--- src/rtl/reset_sequencer.sv ---
// rtl/reset_sequencer.sv - reset request sequencer producing DCLO/ACLO to the CPU
// Optional ACLO-before-DCLO lead phase: define RESET_SEQUENCER_PFAIL_EN.
module reset_sequencer #(
  parameter int N_SRC       = 4,
  parameter int DCLO_CLK    = 24,
  parameter int ACLO_CLK    = 240,
  parameter int PFAIL_CLK   = 8,
  parameter int COLD_CLK    = 3000000,
  parameter int SYNC_STAGES = 2
) (
  input  logic             clk,
  input  logic             reset,
  input  logic [N_SRC-1:0] req,
  input  logic [N_SRC-1:0] req_mask,
  output logic             dclo,
  output logic             aclo,
  output logic             cold_start,
  output logic [N_SRC-1:0] cause,
  output logic             busy
);

  localparam int DW = $clog2(DCLO_CLK + 1);
  localparam int AW = $clog2(ACLO_CLK + 1);
  localparam int HW = $clog2(COLD_CLK + 1);

  localparam logic [DW-1:0] DCLO_LAST = DW'(DCLO_CLK - 1);
  localparam logic [AW-1:0] ACLO_LAST = AW'(ACLO_CLK - 1);
  localparam logic [HW-1:0] HOLD_MAX  = HW'(COLD_CLK);

  if (N_SRC < 1 || SYNC_STAGES < 2 || SYNC_STAGES > 4 ||
      DCLO_CLK < 1 || DCLO_CLK > 65535 || ACLO_CLK < 1 || ACLO_CLK > 65535 ||
      PFAIL_CLK < 1 || PFAIL_CLK > 255 || COLD_CLK < 1) begin : g_param_check
    $error("reset_sequencer: parameter out of range");
  end

  typedef enum logic [2:0] {
    S_RUN,
    S_PFAIL,
    S_HOLD,
    S_DCLO,
    S_ACLO
  } state_t;

  state_t          state_q, state_d;
  logic            dclo_q, dclo_d;
  logic            aclo_q, aclo_d;
  logic            busy_q, busy_d;
  logic            cold_q, cold_d;
  logic [N_SRC-1:0] cause_q, cause_d;
  logic [DW-1:0]   dcnt_q, dcnt_d;
  logic [AW-1:0]   acnt_q, acnt_d;
  logic [HW-1:0]   hcnt_q, hcnt_d;
  logic [N_SRC-1:0] sync_q [SYNC_STAGES];
  logic [N_SRC-1:0] sync_d [SYNC_STAGES];

`ifdef RESET_SEQUENCER_PFAIL_EN
  localparam int PW = $clog2(PFAIL_CLK + 1);
  localparam logic [PW-1:0] PFAIL_LAST = PW'(PFAIL_CLK - 1);
  logic [PW-1:0] pcnt_q, pcnt_d;
`endif

  logic [N_SRC-1:0] active_vec;
  logic             active;

  always_comb begin
    sync_d[0] = req;
    for (int i = 1; i < SYNC_STAGES; i++) begin
      sync_d[i] = sync_q[i-1];
    end
  end

  // Masking acts on the synchronised value, so a masked source drops out immediately.
  assign active_vec = sync_q[SYNC_STAGES-1] & ~req_mask;
  assign active     = |active_vec;

  always_comb begin
    state_d = state_q;
    dclo_d  = dclo_q;
    aclo_d  = aclo_q;
    cold_d  = cold_q;
    cause_d = cause_q;
    dcnt_d  = dcnt_q;
    acnt_d  = acnt_q;
    hcnt_d  = hcnt_q;
`ifdef RESET_SEQUENCER_PFAIL_EN
    pcnt_d  = pcnt_q;
`endif
    case (state_q)
      S_RUN: begin
        if (active) begin
          cause_d = active_vec;
`ifdef RESET_SEQUENCER_PFAIL_EN
          state_d = S_PFAIL;
          pcnt_d  = '0;
          aclo_d  = 1'b1;
`else
          state_d = S_HOLD;
          hcnt_d  = '0;
          dclo_d  = 1'b1;
          aclo_d  = 1'b1;
`endif
        end
      end
`ifdef RESET_SEQUENCER_PFAIL_EN
      S_PFAIL: begin
        cause_d = cause_q | active_vec;
        if (pcnt_q == PFAIL_LAST) begin
          state_d = S_HOLD;
          hcnt_d  = '0;
          dclo_d  = 1'b1;
        end else begin
          pcnt_d = pcnt_q + PW'(1);
        end
      end
`endif
      S_HOLD: begin
        cause_d = cause_q | active_vec;
        if (!active) begin
          state_d = S_DCLO;
          dcnt_d  = '0;
          cold_d  = (hcnt_q == HOLD_MAX);
        end else if (hcnt_q != HOLD_MAX) begin
          hcnt_d = hcnt_q + HW'(1);
        end
      end
      S_DCLO: begin
        if (active) begin
          state_d = S_HOLD;
          hcnt_d  = '0;
          dclo_d  = 1'b1;
          aclo_d  = 1'b1;
          cause_d = cause_q | active_vec;
        end else if (dcnt_q == DCLO_LAST) begin
          state_d = S_ACLO;
          acnt_d  = '0;
          dclo_d  = 1'b0;
        end else begin
          dcnt_d = dcnt_q + DW'(1);
        end
      end
      S_ACLO: begin
        // A new request during release goes straight back to HOLD, skipping the lead phase.
        if (active) begin
          state_d = S_HOLD;
          hcnt_d  = '0;
          dclo_d  = 1'b1;
          aclo_d  = 1'b1;
          cause_d = cause_q | active_vec;
        end else if (acnt_q == ACLO_LAST) begin
          state_d = S_RUN;
          aclo_d  = 1'b0;
        end else begin
          acnt_d = acnt_q + AW'(1);
        end
      end
      default: begin
        state_d = S_DCLO;
        dcnt_d  = '0;
        dclo_d  = 1'b1;
        aclo_d  = 1'b1;
      end
    endcase
    busy_d = (state_d != S_RUN);
  end

  always_ff @(posedge clk) begin
    if (reset) begin
      state_q <= S_DCLO;
      dclo_q  <= 1'b1;
      aclo_q  <= 1'b1;
      busy_q  <= 1'b1;
      cold_q  <= 1'b1;
      cause_q <= '0;
      dcnt_q  <= '0;
      acnt_q  <= '0;
      hcnt_q  <= '0;
`ifdef RESET_SEQUENCER_PFAIL_EN
      pcnt_q  <= '0;
`endif
      for (int i = 0; i < SYNC_STAGES; i++) begin
        sync_q[i] <= '0;
      end
    end else begin
      state_q <= state_d;
      dclo_q  <= dclo_d;
      aclo_q  <= aclo_d;
      busy_q  <= busy_d;
      cold_q  <= cold_d;
      cause_q <= cause_d;
      dcnt_q  <= dcnt_d;
      acnt_q  <= acnt_d;
      hcnt_q  <= hcnt_d;
`ifdef RESET_SEQUENCER_PFAIL_EN
      pcnt_q  <= pcnt_d;
`endif
      for (int i = 0; i < SYNC_STAGES; i++) begin
        sync_q[i] <= sync_d[i];
      end
    end
  end

  assign dclo       = dclo_q;
  assign aclo       = aclo_q;
  assign busy       = busy_q;
  assign cold_start = cold_q;
  assign cause      = cause_q;

endmodule

--- config.mk ---
export PLATFORM = sky130hd
export DESIGN_NAME = reset_sequencer
export DESIGN_NICKNAME = d
export VERILOG_FILES = /design/src/rtl/reset_sequencer.sv
export SDC_FILE = /design/constraint.sdc
export NUM_CORES = 1
export LEC_CHECK = 0
export BUFFER_PORTS_ARGS = -buffer_cell sky130_fd_sc_hd__buf_2
export CAP_MARGIN = 20
export CORE_UTILIZATION = 60
export DETAILED_ROUTE_END_ITERATION = 8
export GPL_ROUTABILITY_DRIVEN = 0
export PLACE_DENSITY = 0.87
export SETUP_SLACK_MARGIN = 0.2
export SLEW_MARGIN = 40
export SYNTH_ARGS = -nofsm -noshare
export SYNTH_HDL_FRONTEND = slang
export SYNTH_SLANG_ARGS = --single-unit
export TNS_END_PERCENT = 30
--- constraint.sdc ---
create_clock -name clk -period 3.55 [get_ports clk]
set_clock_uncertainty 0.15 [all_clocks]
set_input_delay 0.355 -clock clk [delete_from_list [all_inputs] [get_ports clk]]
set_output_delay 0.355 -clock clk [all_outputs]
set_load 0.005 [all_outputs]
# [After elaboration in Yosys (flattened, before gate mapping)]
# Memories as Yosys holds them, arrays and structs flattened.
# Cells that the tools add are included.
[classes] addsub=3 eq_ne=22 muxes=35 bitwise_logic=8 n_reduce_logical=17
[ops] op="$mux W22" n=3
[ops] op="$pmux W22 S2" n=1
[ops] op="$mux W8" n=4
[ops] op="$add A22 B1 Y22 const B" n=1
[ops] op="$eq A22 B22 Y1 const B" n=1
[ops] op="$ne A22 B22 Y1 const B" n=1
[ops] op="$mux W3" n=6
[ops] op="$ne A2 B2 Y1 const B" n=9
[ops] op="$mux W4" n=4
[ops] op="$pmux W8 S2" n=1
[ops] op="$mux W5" n=3
[ops] op="$pmux W5 S3" n=1
[ops] op="$pmux W3 S4" n=1
[ops] op="$pmux W4 S3" n=1
[ops] op="$reduce_and A3 Y1" n=3
[ops] op="$add A8 B1 Y8 const B" n=1
[ops] op="$eq A8 B8 Y1 const B" n=1
[ops] op="$mux W1" n=8
[ops] op="$ne A2 B1 Y1 const B" n=4
[ops] op="$reduce_and A4 Y1" n=2
[ops] op="$eq A3 B2 Y1 const B" n=2
[ops] op="$ne A3 B3 Y1 const B" n=2
[ops] op="$pmux W1 S3" n=2
[ops] op="$reduce_bool A3 Y1" n=2
[ops] op="15 further kinds" n=21
[totals] reg_bits=46 ram_bits=8 inputBits=10 out_inout_bits=8 elab_cells=95 mem_count=1
[memory_table] name="sync_q" depth=2 width=4 read_ports=2 rd_ports_with_merged_regs=0 write_ports=2 line_no="53" rtl="logic [N_SRC-1:0] sync_q [SYNC_STAGES];"

# [Depth between registers and ports, before layout]
# Gate-level depths: netlist of the first run.
[logic_depth] depth_word=6 mapped_depth=7 mapped_depth_nobuf=7

# [Worst setup path after synthesis of the first run]
# No wires, ideal clock.
[synth_timing] path_type="register to register" startpoint="memory sync_q[1][0], in the netlist sync_q[0][4]" endpoint="register hcnt_q[20]" setup_ps=59 t_arrival_ps=1902 required_ps=3341 slack_ps=1439 path_stages_with_launch=8 path_buffers=2 period_less_slack_ps=2111 path_cell_list="dfxtp_1 > nor2b_4 > or4_4 > buf_6 > a21o_1 > buf_6 > or4_1 > nand2_1"
[synth_lines] item="start: declaration" line_no="53"
[synth_lines] item="end signal: assignment" line_no="192" rtl="hcnt_q <= hcnt_d;"
[synth_lines] item="end: declaration" line_no="52" rtl="logic [HW-1:0] hcnt_q, hcnt_d;"

# [Worst setup path in the final report of the first run]
[layout_timing] startpoint="register state_q[1]" endpoint="register hcnt_q[3]"
[layout_via] elab_chain_cells=4 word_cells_on_any_way=11 cone_classes="eq/ne: 6; mux: 1; reduce/logical: 4"
[layout_rtl] item="start: declaration" line_no="44" rtl="state_t state_q, state_d;"
[layout_rtl] item="start signal: assignment" line_no="184" rtl="state_q <= state_d;"
[layout_rtl] item="$eq A3 B3 Y1, or another cell as far along" line_no="88" rtl="case (state_q)"
[layout_rtl] item="$reduce_or A3 Y1 (no line)"
[layout_rtl] item="$ne A2 B1 Y1 (no line) or $reduce_bool A2 Y1 (tied branches)"
[layout_rtl] item="$reduce_and A4 Y1 (no line)"
# Parallel ways exist; a longest one is shown, timed or not.
# A chain may end at the register's enable or synchronous reset.

==> results of run 1 <==
[routing by layer]
metal  vias up  GRT usage
li1       1094          -
met2        49      0.390
met3         9     0.0541
met1       996      0.297
met5         -          0
met4         0     0.0957
[cells by family after synthesis]
family	after synthesis
flip-flops	54
multiplexers	6
XOR/XNOR	12
AND/OR/NAND/NOR	128
buffers and inverters	25
adder cells (fa/ha/maj)	5
AO/OA/AOI/OAI	64
[per-stage QoR]
stage                     setup WS [ns]  power, mW  hold slack [ns]
final                              1.10       1.06           0.0870
after global routing              0.929       1.10           0.0883
after CTS                          1.10       1.07           0.0789
after detailed placement           1.14      0.716            0.288
after global placement             1.12      0.713            0.267
after floorplan                    1.44      0.696            0.264
[where the power goes]
group	switching, mW	internal [mW]	total [mW]
Clock	0.210	0.143	0.353
Combinational	0.0440	0.0316	0.0755
Sequential	0.00855	0.618	0.627
Total	0.263	0.792	1.06
[final timing paths]
check | end | slack [ns] | cells past startpoint
max reg2reg | hcnt_q[3] | 1.10 | 5
min reg2reg | sync_q[0][4] | 0.31 | 1
max | hcnt_q[3] | 1.10 | 5
min | sync_q[0][2] | 0.09 | 2
[synth_stat cells (3+ instances only)]
cell type | n | area, um2
xnor2_1 | 9 | 78.8
xor2_1 | 3 | 26.3
mux2i_1 | 6 | 60.1
ha_1 | 4 | 50.1
a21o_1 | 5 | 37.5
inv_1 | 13 | 48.8
nor2_1 | 22 | 82.6
o21ai_0 | 12 | 60.1
dfxtp_1 | 54 | 1080
o2111ai_1 | 4 | 35.0
nand3_1 | 16 | 80.1
nor3_1 | 9 | 45.0
nand2_1 | 18 | 67.6
or3_1 | 10 | 62.6
o211ai_1 | 3 | 22.5
a21oi_1 | 20 | 100
or4_1 | 4 | 30.0
a22oi_1 | 3 | 22.5
nor4_1 | 5 | 31.3
nor2b_1 | 10 | 62.6
nand2b_1 | 7 | 43.8
clkbuf_1 | 9 | 33.8
and3_1 | 4 | 25.0
nand4_1 | 4 | 25.0
a2111o_1 | 3 | 33.8
[flip-flops by register name, indices dropped and copies added (netlist names)]
name,cells
aclo,1
acnt_q,8
busy,1
cause,4
cold_start,1
dclo,1
dcnt_q,5
hcnt_q,22
state_q,3
sync_q,8
[final cells by class]
type	instances	area, um2	area share
well taps	50	62.6	0.0224
clock inverters	3	25.0	0.00897
clock buffers	5	68.8	0.0247
inverters	13	48.8	0.0175
multi-input cells	215	1420	0.509
flip-flops and latches	54	1080	0.387
repair buffers	17	85.1	0.0305
==> implementation parameters, run 1 <==
Parameter                              Value

Outcome
  Result of the run ... finished clean

Clock network
  Clock network latency to the later pin of the worst-skew pair ... around 0.32 ns
  Maximum root-to-sink buffer count ... 2
  Clock root buffer ... clkbuf_8
  Level count of the clock H-tree ... 2
  Hold Buf Count CTS ... 0
  TritonCTS Buffers ... 5
  Setup fix buffers added after clock tree synthesis ... 0
  Clock tree from TritonCTS ... done
  Number of gates resized after cts ... 0
  Clock slew at the register clock pins of the worst setup and hold paths ... 0.10 ns
  # clock sinks ... 54

Critical path
  Critical path fanouts, max ... 12
  Crit-path leading delay family ... compound AO/OA/AOI/OAI gates
  Critical path class ... reg -> reg
  Launch point of the critical path ... state_q[1]
  Kind of end point of the critical path ... flip-flop
  Reg-to-reg critical path startpoint ... state_q[1]
  Cell at the slowest stage of the critical path ... mux2i_1
  Worst path max stage delay ... 0.63 ns
  Critical-path cell list ... mux2i_1 -> o41ai_4 -> a21o_1 -> or3_1 -> a21oi_1
  WP data arrival ... between 2 and 3 ns
  Required time reported for the critical path endpoint ... 3.65 ns
  Combined buffer and inverter count along the critical path ... 0
  CP startpoint kind ... flip-flop

STA
  Number of hold violations in the final report ... 0
  Final critical-path required period ... 2.45 ns
  Worst-margin pin slew ... 0.886 ns
  Max Clk Rate ... 0.409 GHz
  Ratio of final minimum period to clock period ... 0.689
  Count of endpoints failing setup in the final report ... 0
  Unrepaired setup endpoints after global routing ... no
  Max-slew violation count ... 0
  Setup TNS ... 0 ns
  Headroom to the max-slew limit ... 0.394

Detailed routing
  Vias ... 2148
  Total routed wire length on the met1 layer ... 2.34 mm
  Wire length per cell after detailed routing ... 13.7 um
  Total Routed Length ... 4.88 mm
  Top sig layer ... met4
  Drt first-iter violations ... 97
  Number of nets with antenna violations after routing ... 0
  Number of optimization iterations in the first detailed-route pass ... 4
  DRC viols ... 0
  Via/cell ratio ... 6.02
  DR WL met2 ... 2.26 mm
  Routed met3 length ... 199 um

Yosys
  Fraction of the yosys area taken by sequential cells ... 0.418
  Async S/R FF share, synth ... 0
  Yosys warning count ... 0
  Syn Std Cell Area ... 2580 um2
  Post-synthesis share of cell area spent on xor and xnor gates ... 0.0407
  Adder-cell area share of the yosys netlist ... 0.0232
  Flops & latches, synth ... 54
  Primary flip-flop cell chosen by synthesis mapping ... dfxtp_1
  Fraction of synthesized area in multiplexers ... 0.0232
  Combinational family with the most area after synthesis ... simple AND/OR/NAND/NOR gates
  Number of enable-type register cells in the synthesized netlist ... 0
  Mean post-synth cell area ... 8.79 um2
  Post-Syn Instances ... 294
  Net count after synthesis ... 308
  Post-Synth Simple-Gate Area ... 0.286
  Unique masters post-synth ... 52
  Post-synthesis compound-gate area fraction ... 0.166

Finish
  Area delta synth->final ... 7.94%
  Final core occ ... 0.688
  Design area ... approximately 2800 um2
  Final std cells w/o fill ... 357
  Most common cell after layout, fill and taps aside ... dfxtp_1
  Number of nets in the final layout ... 320
  Antenna Diode Count ... 0
  Most used cells in the layout excluding fill and tap cells ... dfxtp_1, nor2_1, a21oi_1
  Share of layout cells above drive strength 1 ... 0.117
  Number of fill cells ... 313

Power
  Worst-case vdd ir drop ... 268 uV
  Static Leakage ... slightly below 1 nW
  PwrDens ... 378 nW/um2

Global route
  Number of global-route vias before repair ... ~1900
  Number of antenna violations at the first check in global routing ... 0
  Pin count of the biggest net entering global routing ... 25
  First-pass GRT wire length ... ~8.2 mm
  GR Util All Layers ... 0.237
  Total grt overflow ... 0

Floorplanning
  Die Y ... 67.6 um
  Row count ... 23
  Die width ... 67.6 um
  Count of boundary I/O pins ... 18
  Total die area ... 4570 um2
  Initial core utilization ... 0.637
  Core Area ... between 4000 and 5000 um2

Place
  PortBufs ... 17
  HPWL reported at the end of detailed placement ... 3.54 mm
  # placed instances ... 349
  Placed cell area ... between 2000 and 3000 um2

Worst hold path
  Hold path startpoint ... req[2]
  Worst hold path type ... in -> reg

Flow run
  Number of violations of the max-capacitance limit ... 0
Power figures use the tool's default switching activity.
==> run 2, diff against run 1 <==
ABC_AREA = 1   (was not set)
clock period = 2.6 ns   (was 3.55 ns; I/O delays follow)
==> run 2 against run 1 <==
  * Design area increased by 7.4%
  * Count of clock-buffer cells in the layout increased by 1
  * Synthesized area increased by 4.8%
  * Hold slack got worse by 0.0090 ns
  * Clock power increased by 95%
  * Synthesized cell count increased by 40%
  * Critical path depth increased by 4
  * Critical endpoint is now acnt_q[7]
  * Largest power group unchanged
==> implementation parameters, run 2 <==
Parameter                              Value

Yosys
  Most common cell in the synthesized netlist ... nand2_1
  Most used standard cells in the synthesized netlist ... nand2_1, nor2_1, dfxtp_1
  Top cells by area, synth ... dfxtp_1, nand2_1, nand3_1
  Yosys warning count ... 0
  Net count after synthesis ... around 430
  Post-Syn Instances ... ~400
  Flops & latches, synth ... 54
  Primary flip-flop cell chosen by synthesis mapping ... dfxtp_1
  Unique masters post-synth ... 31
  Syn Std Cell Area ... 2710 um2
  Area share of the largest cell type after synthesis ... 0.399
  Largest area contributor in the synthesized netlist ... dfxtp_1
  Fraction of the yosys area taken by sequential cells ... 0.399
  Async S/R FF share, synth ... 0
  Mean post-synth cell area ... 6.59 um2
  Number of enable-type register cells in the synthesized netlist ... 0

Finish
  Largest register by flop count ... hcnt_q
  Area delta synth->final ... 10.6%
  Share of layout cells above drive strength 1 ... 0.106
  Most used cells in the layout excluding fill and tap cells ... nand2_1, nor2_1, dfxtp_1
  Design area ... 3000 um2
  Biggest regs ... hcnt_q: 22 flops, acnt_q: 8 flops, sync_q: 8 flops
  Antenna Diode Count ... 0
  Max FFs per register ... 22
  Number of nets in the final layout ... 447
  Final std cells w/o fill ... between 400 and 500
  Most common cell after layout, fill and taps aside ... nand2_1

Outcome
  Result of the run ... finished clean

Clock network
  Clock root buffer ... clkbuf_8
  Clock network latency to the later pin of the worst-skew pair ... slightly above 0.3 ns
  Setup fix buffers added after clock tree synthesis ... 0
  # clock sinks ... 54
  Number of gates resized after cts ... 0
  Clock tree from TritonCTS ... done
  Level count of the clock H-tree ... 2
  Hold Buf Count CTS ... 4
  TritonCTS Buffers ... 5
  Maximum root-to-sink buffer count ... 2
  Clock slew at the register clock pins of the worst setup and hold paths ... 0.10 ns

Critical path
  Kind of end point of the critical path ... flip-flop
  Critical-path cell list ... ha_1 -> nand2_1 -> nor2_1 -> nand2_1 -> nand3_1 -> nand2_1 -> inv_1 -> nand2_1 -> a21oi_1
  WP data arrival ... 1.99 ns
  Critical path class ... reg -> reg
  Crit-path leading delay family ... simple AND/OR/NAND/NOR gates
  Required time reported for the critical path endpoint ... 2.69 ns
  Worst path max stage delay ... 0.39 ns
  Cell seen most often among critical-path stages ... nand2_1
  CP startpoint kind ... flip-flop
  Combined buffer and inverter count along the critical path ... 1
  Critical path fanouts, max ... 12
  Cell at the slowest stage of the critical path ... dfxtp_1

Floorplanning
  Core Area ... 4350 um2
  Count of boundary I/O pins ... 18
  Row count ... 24
  Initial core utilization ... 0.622
  Die Y ... 69.2 um
  Total die area ... 4790 um2
  Die width ... around 70 um

Global route
  Pin count of the biggest net entering global routing ... 35
  First-pass GRT wire length ... between 9 and 10 mm
  Total grt overflow ... 0
  GR Util All Layers ... 0.244
  Number of global-route vias before repair ... 2313
  Number of antenna violations at the first check in global routing ... 0

Detailed routing
  DR WL met2 ... 2.90 mm
  Wire length per cell after detailed routing ... 11.5 um
  Top sig layer ... met4
  Total routed wire length on the met1 layer ... 2.44 mm
  Via/cell ratio ... 5.24
  Routed met3 length ... 177 um
  Number of nets with antenna violations after routing ... 0
  Total Routed Length ... 5.61 mm
  Vias ... 2547
  Drt first-iter violations ... about 150
  Number of optimization iterations in the first detailed-route pass ... 4
  DRC viols ... 0

Flow run
  Number of violations of the max-capacitance limit ... 0

Place
  # placed instances ... 474
  Setup Slack @ Placement ... 0.713 ns
  HPWL reported at the end of detailed placement ... 4.05 mm
  Placed cell area ... 2820 um2
  PortBufs ... 17

Worst hold path
  Worst hold path type ... in -> reg

STA
  Final critical-path required period ... roughly 1.9 ns
  Headroom to the max-slew limit ... 0.701
  Max Clk Rate ... about 0.52 GHz
  Setup TNS ... 0 ns
  Post-route worst hold slack ... 0.0779 ns
  Count of endpoints failing setup in the final report ... 0
  Ratio of final minimum period to clock period ... 0.734
  Max-slew violation count ... 0
  Unrepaired setup endpoints after global routing ... no
  Number of hold violations in the final report ... 0
  Setup slack of the critical path after layout ... 0.693 ns
  Worst-margin pin slew ... 0.448 ns

Power
  Worst-case vdd ir drop ... 483 uV
  Static Leakage ... 1.20 nW
  PwrDens ... 603 nW/um2
==> run 2: cell count changes after synthesis, sizes merged, moves of 7 or more <==
cell,before,now
nor2,22,66
clkbuf,9,2
nand2,18,117
xnor2,9,0
nand3,16,47
inv,13,56
o21ai,12,5
nor2b,13,0
or3,10,0
nand2b,7,0
a21oi,20,36
==> run 2: worst register-to-register path, stage by stage (launching register included) <==
cell and delay, ns:
dfxtp_1 0.39, ha_1 0.22, nand2_1 0.08, nor2_1 0.16, nand2_1 0.08, nand3_1 0.11
nand2_1 0.25, inv_1 0.21, nand2_1 0.07, a21oi_1 0.13
==> run 2: logic make-up after synthesis <==
group / after synthesis / synth area share
and+or+nand+nor: 245 / 0.399
xor gates and xnor gates: 2 / 0.00646
buffers and inverters: 63 / 0.0956
DFF: 54 / 0.399
adders and majority gates: 4 / 0.0185
AOI/OAI and AO/OA: 43 / 0.0813
==> run 2: path summary, 6_finish.rpt <==
path                 from            to  slack (ns)  depth (start not counted)
max             acnt_q[0]     acnt_q[7]        0.69                          9
min           req_mask[0]      cause[0]        0.08                          4
max reg2reg     acnt_q[0]     acnt_q[7]        0.69                          9
min reg2reg  sync_q[0][0]  sync_q[0][4]        0.26                          2
==> run 2: metal layers <==
metal  up-vias  track usage
met5         -            0
met4         0       0.0839
met3        10       0.0436
met2        41        0.455
met1      1152        0.278
li1       1344            -
==> run 2: layout make-up <==
cell class	instances	area, um2
multi-input cells	294	1370
flip-flops and latches	54	1080
clock buffers	6	82.6
inverters	57	214
repair buffers	21	125
clock inverters	2	60.1
fillers	375	1360
well taps	52	65.1
==> run 2: through the flow <==
| stage | total power [mW] | utilization |
|---|---|---|
| floorplan | 1.08 | - |
| global placement | 1.12 | 0.647 |
| detailed placement | 1.13 | 0.647 |
| CTS | 1.82 | 0.689 |
| global route | 1.88 | 0.689 |
| finish | 1.81 | 0.689 |
==> run 2: where the power goes <==
part           total (mW)  leakage (nW)  switching (mW)  internal [mW]
logic               0.239         0.689           0.164         0.0751
clock network       0.687        0.0714           0.277          0.411
registers           0.881         0.438          0.0207          0.860
